`config.mk`:
```
export PLATFORM = sky130hd
export DESIGN_NAME = muldiv_ctrl
export DESIGN_NICKNAME = d
export VERILOG_FILES = /design/src/rtl/muldiv_ctrl.sv
export SDC_FILE = /design/constraint.sdc
export NUM_CORES = 1
export LEC_CHECK = 0
export ABC_AREA = 1
export ABC_CLOCK_PERIOD_IN_PS = 5020
export CAP_MARGIN = 25
export CORE_MARGIN = 2
export CORE_UTILIZATION = 55
export DETAILED_ROUTE_END_ITERATION = 8
export DONT_BUFFER_PORTS = 1
export PLACE_DENSITY = 0.78
export SYNTH_ARGS = -nofsm -noshare
export SYNTH_HDL_FRONTEND = slang
export SYNTH_SLANG_ARGS = --single-unit
```
`constraint.sdc`:
```
create_clock -name clk -period 5.02 [get_ports clk]
set_clock_uncertainty 0.2 [all_clocks]
set_input_delay 0.502 -clock clk [delete_from_list [all_inputs] [get_ports clk]]
set_output_delay 0.502 -clock clk [all_outputs]
set_load 0.05 [all_outputs]
```
`src/rtl/muldiv_ctrl.sv`:
```
// muldiv_ctrl: iterative RV32M multiply/divide sequencer beside the EX-stage ALU.
// Radix-2 shift-add multiply and restoring divide over XLEN cycles on unsigned
// magnitudes, with sign fix-up in a final cycle and a fast path for the
// divide-by-zero and signed-overflow cases.
module muldiv_ctrl #(
  parameter int XLEN  = 32,
  parameter int CNT_W = 6
) (
  input  logic            clk,
  input  logic            rst,
  input  logic            start,
  input  logic [2:0]      funct3,
  input  logic [XLEN-1:0] rs1,
  input  logic [XLEN-1:0] rs2,
  input  logic            flush,
  output logic            busy,
  output logic            done,
  output logic [XLEN-1:0] result
);

  typedef enum logic [1:0] {IDLE, CALC, FIX, DONE} state_t;

  state_t              state, state_next;
  logic [2:0]          op;
  logic                a_neg, b_neg;
  logic [XLEN-1:0]     opb;
  logic [2*XLEN-1:0]   acc;
  logic [CNT_W-1:0]    counter;
  logic [XLEN-1:0]     result_q;

  logic                accept;
  logic                signed_a_in, signed_b_in, a_neg_in, b_neg_in;
  logic [XLEN-1:0]     abs_a, abs_b;
  logic                div_zero, div_ovf, fast;
  logic [XLEN-1:0]     fast_val;
  logic [XLEN:0]       mul_sum;
  logic [2*XLEN-1:0]   mul_step;
  logic [XLEN:0]       div_shift;
  logic [XLEN+1:0]     div_diff;
  logic                no_borrow;
  logic [XLEN-1:0]     new_rem;
  logic [2*XLEN-1:0]   div_step;
  logic [2*XLEN-1:0]   prod_fix;
  logic [XLEN-1:0]     quo_fix, rem_fix, fix_val;

  assign result = result_q;
  assign accept = start && !flush && (state == IDLE);

  // Decode the raw request: operand signedness, magnitudes and fast-path result.
  always_comb begin
    signed_a_in = (funct3 == 3'b001) || (funct3 == 3'b010) ||
                  (funct3 == 3'b100) || (funct3 == 3'b110);
    signed_b_in = (funct3 == 3'b001) || (funct3 == 3'b100) || (funct3 == 3'b110);
    a_neg_in    = signed_a_in && rs1[XLEN-1];
    b_neg_in    = signed_b_in && rs2[XLEN-1];
    abs_a       = a_neg_in ? (~rs1 + 1'b1) : rs1;
    abs_b       = b_neg_in ? (~rs2 + 1'b1) : rs2;
    div_zero    = funct3[2] && (rs2 == '0);
    div_ovf     = ((funct3 == 3'b100) || (funct3 == 3'b110)) &&
                  (rs1 == {1'b1, {(XLEN-1){1'b0}}}) && (rs2 == '1);
    fast        = div_zero || div_ovf;
    fast_val    = '0;
    if (div_zero)
      fast_val = funct3[1] ? rs1 : '1;
    else if (div_ovf)
      fast_val = funct3[1] ? '0 : {1'b1, {(XLEN-1){1'b0}}};
  end

  // One iteration of each algorithm plus the sign fix-up and output select.
  always_comb begin
    mul_sum   = {1'b0, acc[2*XLEN-1:XLEN]} + {1'b0, opb};
    mul_step  = acc[0] ? {mul_sum, acc[XLEN-1:1]} : {1'b0, acc[2*XLEN-1:1]};
    div_shift = {acc[2*XLEN-1:XLEN], acc[XLEN-1]};
    div_diff  = {1'b0, div_shift} - {2'b00, opb};
    no_borrow = !div_diff[XLEN+1];
    new_rem   = no_borrow ? div_diff[XLEN-1:0] : div_shift[XLEN-1:0];
    div_step  = {new_rem, acc[XLEN-2:0], no_borrow};
    prod_fix  = (a_neg ^ b_neg) ? (~acc + 1'b1) : acc;
    quo_fix   = (a_neg ^ b_neg) ? (~acc[XLEN-1:0] + 1'b1) : acc[XLEN-1:0];
    rem_fix   = a_neg ? (~acc[2*XLEN-1:XLEN] + 1'b1) : acc[2*XLEN-1:XLEN];
    case (op)
      3'b000:         fix_val = prod_fix[XLEN-1:0];
      3'b100, 3'b101: fix_val = quo_fix;
      3'b110, 3'b111: fix_val = rem_fix;
      default:        fix_val = prod_fix[2*XLEN-1:XLEN];
    endcase
  end

  // State register.
  always_ff @(posedge clk) begin
    if (rst) state <= IDLE;
    else     state <= state_next;
  end

  // Next-state and status outputs; flush always returns to IDLE.
  always_comb begin
    state_next = state;
    busy       = 1'b0;
    done       = 1'b0;
    case (state)
      IDLE: if (accept) state_next = fast ? DONE : CALC;
      CALC: begin
        busy = 1'b1;
        if (counter == CNT_W'(XLEN-1)) state_next = FIX;
      end
      FIX: begin
        busy       = 1'b1;
        state_next = DONE;
      end
      DONE: begin
        done       = 1'b1;
        state_next = IDLE;
      end
      default: state_next = IDLE;
    endcase
    if (flush) state_next = IDLE;
  end

  // Datapath: latch operands, iterate, and commit the result when entering DONE.
  always_ff @(posedge clk) begin
    if (rst) begin
      op       <= '0;
      a_neg    <= 1'b0;
      b_neg    <= 1'b0;
      opb      <= '0;
      acc      <= '0;
      counter  <= '0;
      result_q <= '0;
    end else begin
      case (state)
        IDLE: if (accept) begin
          op      <= funct3;
          a_neg   <= a_neg_in;
          b_neg   <= b_neg_in;
          counter <= '0;
          if (fast) begin
            result_q <= fast_val;
          end else if (funct3[2]) begin
            acc <= {{XLEN{1'b0}}, abs_a};
            opb <= abs_b;
          end else begin
            acc <= {{XLEN{1'b0}}, abs_b};
            opb <= abs_a;
          end
        end
        CALC: begin
          acc     <= op[2] ? div_step : mul_step;
          counter <= counter + 1'b1;
        end
        FIX: if (!flush) result_q <= fix_val;
        default: ;
      endcase
    end
  end

endmodule

```
== Word level (Yosys, flattened, before mapping) ==
Cells that the tools add are included.

* Eq/ne operators: 19
* Multiplexer cells: 30
* Reductions and logical operators: 31
* $add $sub $neg: 8
* Bitwise operators: 7

{| class="wikitable"
|+ Operators by type and width
! operator !! number
|-
| $mux W32 || 14
|-
| $mux W64 || 5
|-
| $add A32 B1 Y32 const B || 4
|-
| $not A32 Y32 || 4
|-
| $pmux W64 S2 || 1
|-
| $pmux W32 S3 || 1
|-
| $add A64 B1 Y64 const B || 1
|-
| $eq A32 B32 Y1 const B || 2
|-
| $not A64 Y64 || 1
|-
| $pmux W32 S2 || 1
|-
| $sub A33 B32 Y34 || 1
|-
| $add A32 B32 Y33 || 1
|-
| $logic_not A32 Y1 || 1
|-
| $eq A3 B3 Y1 const B || 6
|-
| $pmux W6 S2 || 1
|-
| $ne A2 B2 Y1 const B || 5
|-
| $pmux W2 S4 || 1
|-
| $reduce_or A2 Y1 || 4
|-
| $logic_and A1 B1 Y1 || 7
|-
| $logic_or A1 B1 Y1 || 7
|-
| $add A6 B1 Y6 const B || 1
|-
| $eq A6 B5 Y1 const B || 1
|-
| $mux W2 || 3
|-
| $mux W6 || 1
|-
| other kinds (14) || 21
|}

* Register bits after elaboration: 141
* Output and inout bits: 34
* Input port bits: 71

== Longest topological paths before layout ==
* Depth in word-level cells: 10
* Gate-level depth with buffers: 18
* Mapped depth without buffers: 17

== Worst setup path after synthesis ==
OpenSTA, ideal clock, no wires.

* Kind: register to register
* From: reg acc[0]
* To: reg result_q[12], in the netlist result[12]
* Slack: 2.354 ns
* Data required time: 4.704 ns
* Path buffers: 3
* Stages on the path, launching flop included: 18
* Arrival time: 2.350 ns
* Library setup time: 0.116 ns
* Path through: dfxtp_1 -> clkbuf_1 -> inv_1 -> clkbuf_1 -> clkbuf_1 -> ha_1 -> nand2_1 -> nor2_2 -> nand3_1 -> nand2_1 -> nand2_1 -> inv_1 -> nand2_1 -> xor2_1 -> nor2_1 -> nor2_1 -> nor2_1 -> nor2_1

* Longest elaborated chain between the ends: 6
* Elaborated cells on any way between the ends: 9
* Those cells by class: add/sub: 2; mux: 5; bitwise: 2

{| class="wikitable"
|+ RTL lines
! element !! RTL line !! source
|-
| from (decl) || 27 || <nowiki>logic [2*XLEN-1:0] acc;</nowiki>
|-
| from (signal assigned) || 139 || <nowiki>acc <= {{XLEN{1'b0}}, abs_a};</nowiki>
|-
| from (signal assigned) || 142 || <nowiki>acc <= {{XLEN{1'b0}}, abs_b};</nowiki>
|-
| from (signal assigned) || 147 || <nowiki>acc <= op[2] ? div_step : mul_step;</nowiki>
|-
| $not A64 Y64 / $not A32 Y32 (equally long branches) || 78, 79 ||
|-
| $add A64 B1 Y64 / $add A32 B1 Y32 (equally long branches) || 78, 79 ||
|-
| $mux W64 / $mux W32 (equally long branches) || 78, 79 ||
|-
| $pmux W32 S3 (*) || 81 || <nowiki>case (op)</nowiki>
|-
| $mux W32 (*) || 150 || <nowiki>FIX: if (!flush) result_q <= fix_val;</nowiki>
|-
| $pmux W32 S2 (*) || 130 || <nowiki>case (state)</nowiki>
|-
| to (signal assigned) || 137 || <nowiki>result_q <= fast_val;</nowiki>
|-
| to (signal assigned) || 150 ||
|-
| to (decl) || 29 || <nowiki>logic [XLEN-1:0] result_q;</nowiki>
|}

Mark *: on every way between the ends. The rest lies on a longest branch, timed or not. The select of a mux whose other input is x is not followed.
A chain may end at the register's enable or synchronous reset.

== Worst setup path in the final report ==
* From: reg a_neg
* To: reg result_q[23], in the netlist result[23]

* Longest elaborated chain between the ends: 5
* Elaborated cells on any way between the ends: 7
* Those cells by class: mux: 6; bitwise: 1

{| class="wikitable"
|+ RTL lines
! element !! RTL line !! source
|-
| from (decl) || 25 || <nowiki>logic a_neg, b_neg;</nowiki>
|-
| from (signal assigned) || 133 || <nowiki>a_neg <= a_neg_in;</nowiki>
|-
| $xor A1 B1 Y1 || 78, 79 ||
|-
| $mux W64 / $mux W32 (equally long branches) || 78, 79 ||
|-
| $pmux W32 S3 (*) || 81 ||
|-
| $mux W32 (*) || 150 ||
|-
| $pmux W32 S2 (*) || 130 ||
|}

Marks and branches as above.

==> results_dict.tcl <==
set metrics [dict create \
    critPathKind "reg2reg" \
    io_pins 105 \
    dieArea_mm2 0.0351 \
    grt-ovfl-total 0 \
    yosys-top-cells-count "nand2_1, inv_1, nor2_1, nand3_1, a21oi_1" \
    ant_nets 0 \
    arrival_ns 3.82 \
    start_util 0.555 \
    hold_viol 0 \
    muxShareOfSynthArea 0 \
    cp_cell_sequence "buf_4, or2_1, nand2_1, inv_2, nand2_1, nand2_1, nand3_1, o21ai_0, o21ai_0, a21oi_1" \
    syn_to_final_growth_pct 4.32 \
    antenna_found_initial 3 \
    cts_resized 0 \
    max_clock_freq_ghz 0.269 \
    cpMaxStageDelayCell "o21ai_0" \
    grt_max_degree 79 \
    p_leak_nw 9.76 \
    yosysWarnings 0 \
    drtPass1Iterations 7 \
    max-clock-path-buffers 2 \
    rsz0062_at_grt "false" \
    nFillCells 3645 \
    startpoint_type "flip-flop" \
    rows 67 \
    grt_usage 0.474 \
    gp_congestion 1.12 \
    first_iter_violations 3653 \
    tritoncts "yes" \
    path_clk_slew_ns 0.08 \
    drive_gt1_frac 0.0402 \
    synth.area.top_cells "nand2_1, dfxtp_1, nand3_1, inv_1, nor2_1" \
    fin_tns_setup_ns 0 \
    cp-end-kind "flip-flop" \
    cpPeakStageDelay_ns 0.77 \
    hold_path_class "in2reg" \
    yosysMostFrequentCell "nand2_1" \
    htree_levels 4 \
    critPathBufInv 2 \
    vias 23400 \
    max-slew-margin-rel 0.355 \
    synth_edf_count 0 \
    synth_top_family_by_area "simple AND/OR/NAND/NOR gates" \
    synth_seq_area_share 0.153 \
    synthesis.nets 3673 \
    cts.sinks 141 \
    critPathRequiredTime_ns 5.12 \
    power.density_mw_per_mm2 210 \
    netlist.area_leader.share 0.223 \
    io_buffers 0 \
    totalWireLength_um 85200 \
    tightest_slew_ns 0.957 \
    post_drt_wl_per_cell_um 21.8 \
    ir_drop_uv 258 \
    crit_path_max_fanout 38 \
    hpwl_um 67000 \
    path_delay_family "simple AND/OR/NAND/NOR gates" \
    synth_top_cell_by_area "nand2_1" \
    synth_fa_ha_area_frac 0.0529 \
    path_depth 10 \
    ys_ff_latch 141 \
    grt_pass1_vias 20700 \
    syn_area_per_cell_um2 5.24 \
    seq_area_mm2 0.00283 \
    viasPerCell 5.98 \
    multi_input_area_mm2 0.0132 \
    die_w_um 187 \
    synth_simple_gate_area_frac 0.463 \
    core_mm2 0.0333 \
    fin_crit_ns 3.72 \
    slew_viol_final 0 \
    period_share 0.740 \
    synth_xor_area_frac 0.0299 \
    setup_viol 0 \
    postSynthCellCount 3525 \
    synth_cell_type_count 49 \
    crit_top_cell "nand2_1" \
    fp.dieH_um 187 \
    grt_pass1_wl_um 126000 \
    syn_area_mm2 0.0185 \
    status "finished, final reports clean" \
    maxCapViolCount 0 \
    holdPathStages 3 \
    reg2regPathDepth 10 \
    yosys_most_used_dff "dfxtp_1" \
    post-route-util 0.579 \
    nets 3591 \
    worstSkewPairLatency_ns 0.47 \
    cts_inserted_buffers 17 \
    async_reset_ff_frac 0 \
    clockRootBuffer "clkbuf_16" \
    synth_compound_area_frac 0.169 \
    drc 0 \
]
-- cells by family after synthesis --
group | count (synthesis)
AND/OR/NAND/NOR | 2035
buffers and inverters | 623
AO/OA/AOI/OAI | 586
flip-flops | 141
adder cells (fa/ha/maj) | 77
XOR/XNOR | 63
-- routing by layer --
metal,GRT usage,wire [um],share of wire
met2,0.683,34000,0.40
met5,0,22,0.00026
met3,0.149,11900,0.14
met1,0.632,34200,0.40
met4,0.245,5080,0.060
-- repair_timing --
item | 4_1_cts | 5_1_grt
hold endpoints to repair | 53 | 0
hold buffers | 1 | 0
buffers inserted | 0 | 0
-- final cells by class --
cell class,count,area share
well taps,448,0.0291
flip-flops and latches,141,0.147
repair buffers,31,0.0131
clock inverters,15,0.00863
multi-input cells,2761,0.685
inverters,491,0.0958
diodes,1,0.000130
clock buffers,17,0.0221
-- cell usage in the layout (no fill, tap or decap), types with 9 or more instances in the layout --
cell | netlist | routed
inv_2 | 17 | 18
nor2_2 | 13 | 13
inv_1 | 470 | 469
ha_1 | 75 | 75
or2_2 | 11 | 11
xor2_1 | 48 | 48
clkbuf_16 | 0 | 17
xnor2_1 | 15 | 15
nand3_2 | 9 | 9
nand2_2 | 9 | 9
dfxtp_1 | 141 | 140
a31oi_1 | 22 | 22
nor2_1 | 401 | 401
o211ai_1 | 33 | 33
o21ai_1 | 47 | 47
buf_4 | 8 | 30
nand2_1 | 1098 | 1098
nand3b_1 | 13 | 13
a21oi_1 | 265 | 265
o21ai_0 | 197 | 197
nor3_1 | 23 | 23
nand3_1 | 399 | 399
nand4_1 | 36 | 36
-- registers in the layout, summed over array words and instances, names as in the netlist --
signal	flops
opb	32
acc	64
b_neg	1
op	3
result	32
state	2
counter	6
a_neg	1
-- power breakdown --
part | internal [mW] | total (mW) | switching, mW
logic | 0.414 | 1.47 | 1.06
clock network | 0.669 | 1.33 | 0.658
registers | 1.16 | 1.26 | 0.0912
total | 2.25 | 4.06 | 1.81
-- worst min-delay path: cells and delay by family --
family | cells | cell delay, ns
buffers and inverters | 1 | 0.04
AOI/OAI and AO/OA | 2 | 0.08
-- final timing paths --
| kind | start | to | slack, ns |
|---|---|---|---|
| worst max-delay path | a_neg$_SDFFE_PP0P_ | result[23]$_SDFFE_PP0P_ | 1.30 |
| worst max register to register | a_neg$_SDFFE_PP0P_ | result[23]$_SDFFE_PP0P_ | 1.30 |
| worst min-delay path | rst | opb[24]$_SDFFE_PP0P_ | 0.01 |
| worst min register to register | counter[5]$_SDFFE_PP0P_ | counter[5]$_SDFFE_PP0P_ | 0.29 |
-- stage by stage --
step | worst slack, ns | instances | area, um^2 | power (mW) | hold slack [ns]
after floorplan | 2.35 | 3525 | 18500 | 2.27 | 0.244
after global placement | 1.69 | 3871 | 18700 | 2.67 | 0.262
after detailed placement | 1.61 | 3871 | 18700 | 2.67 | 0.271
after CTS | 1.57 | 3904 | 19300 | 3.97 | 0.00351
after global routing | 1.18 | 3904 | 19300 | 4.22 | 0.0293
final | 1.30 | 3905 | 19300 | 4.06 | 0.0117
Power figures use the tool's default switching activity.
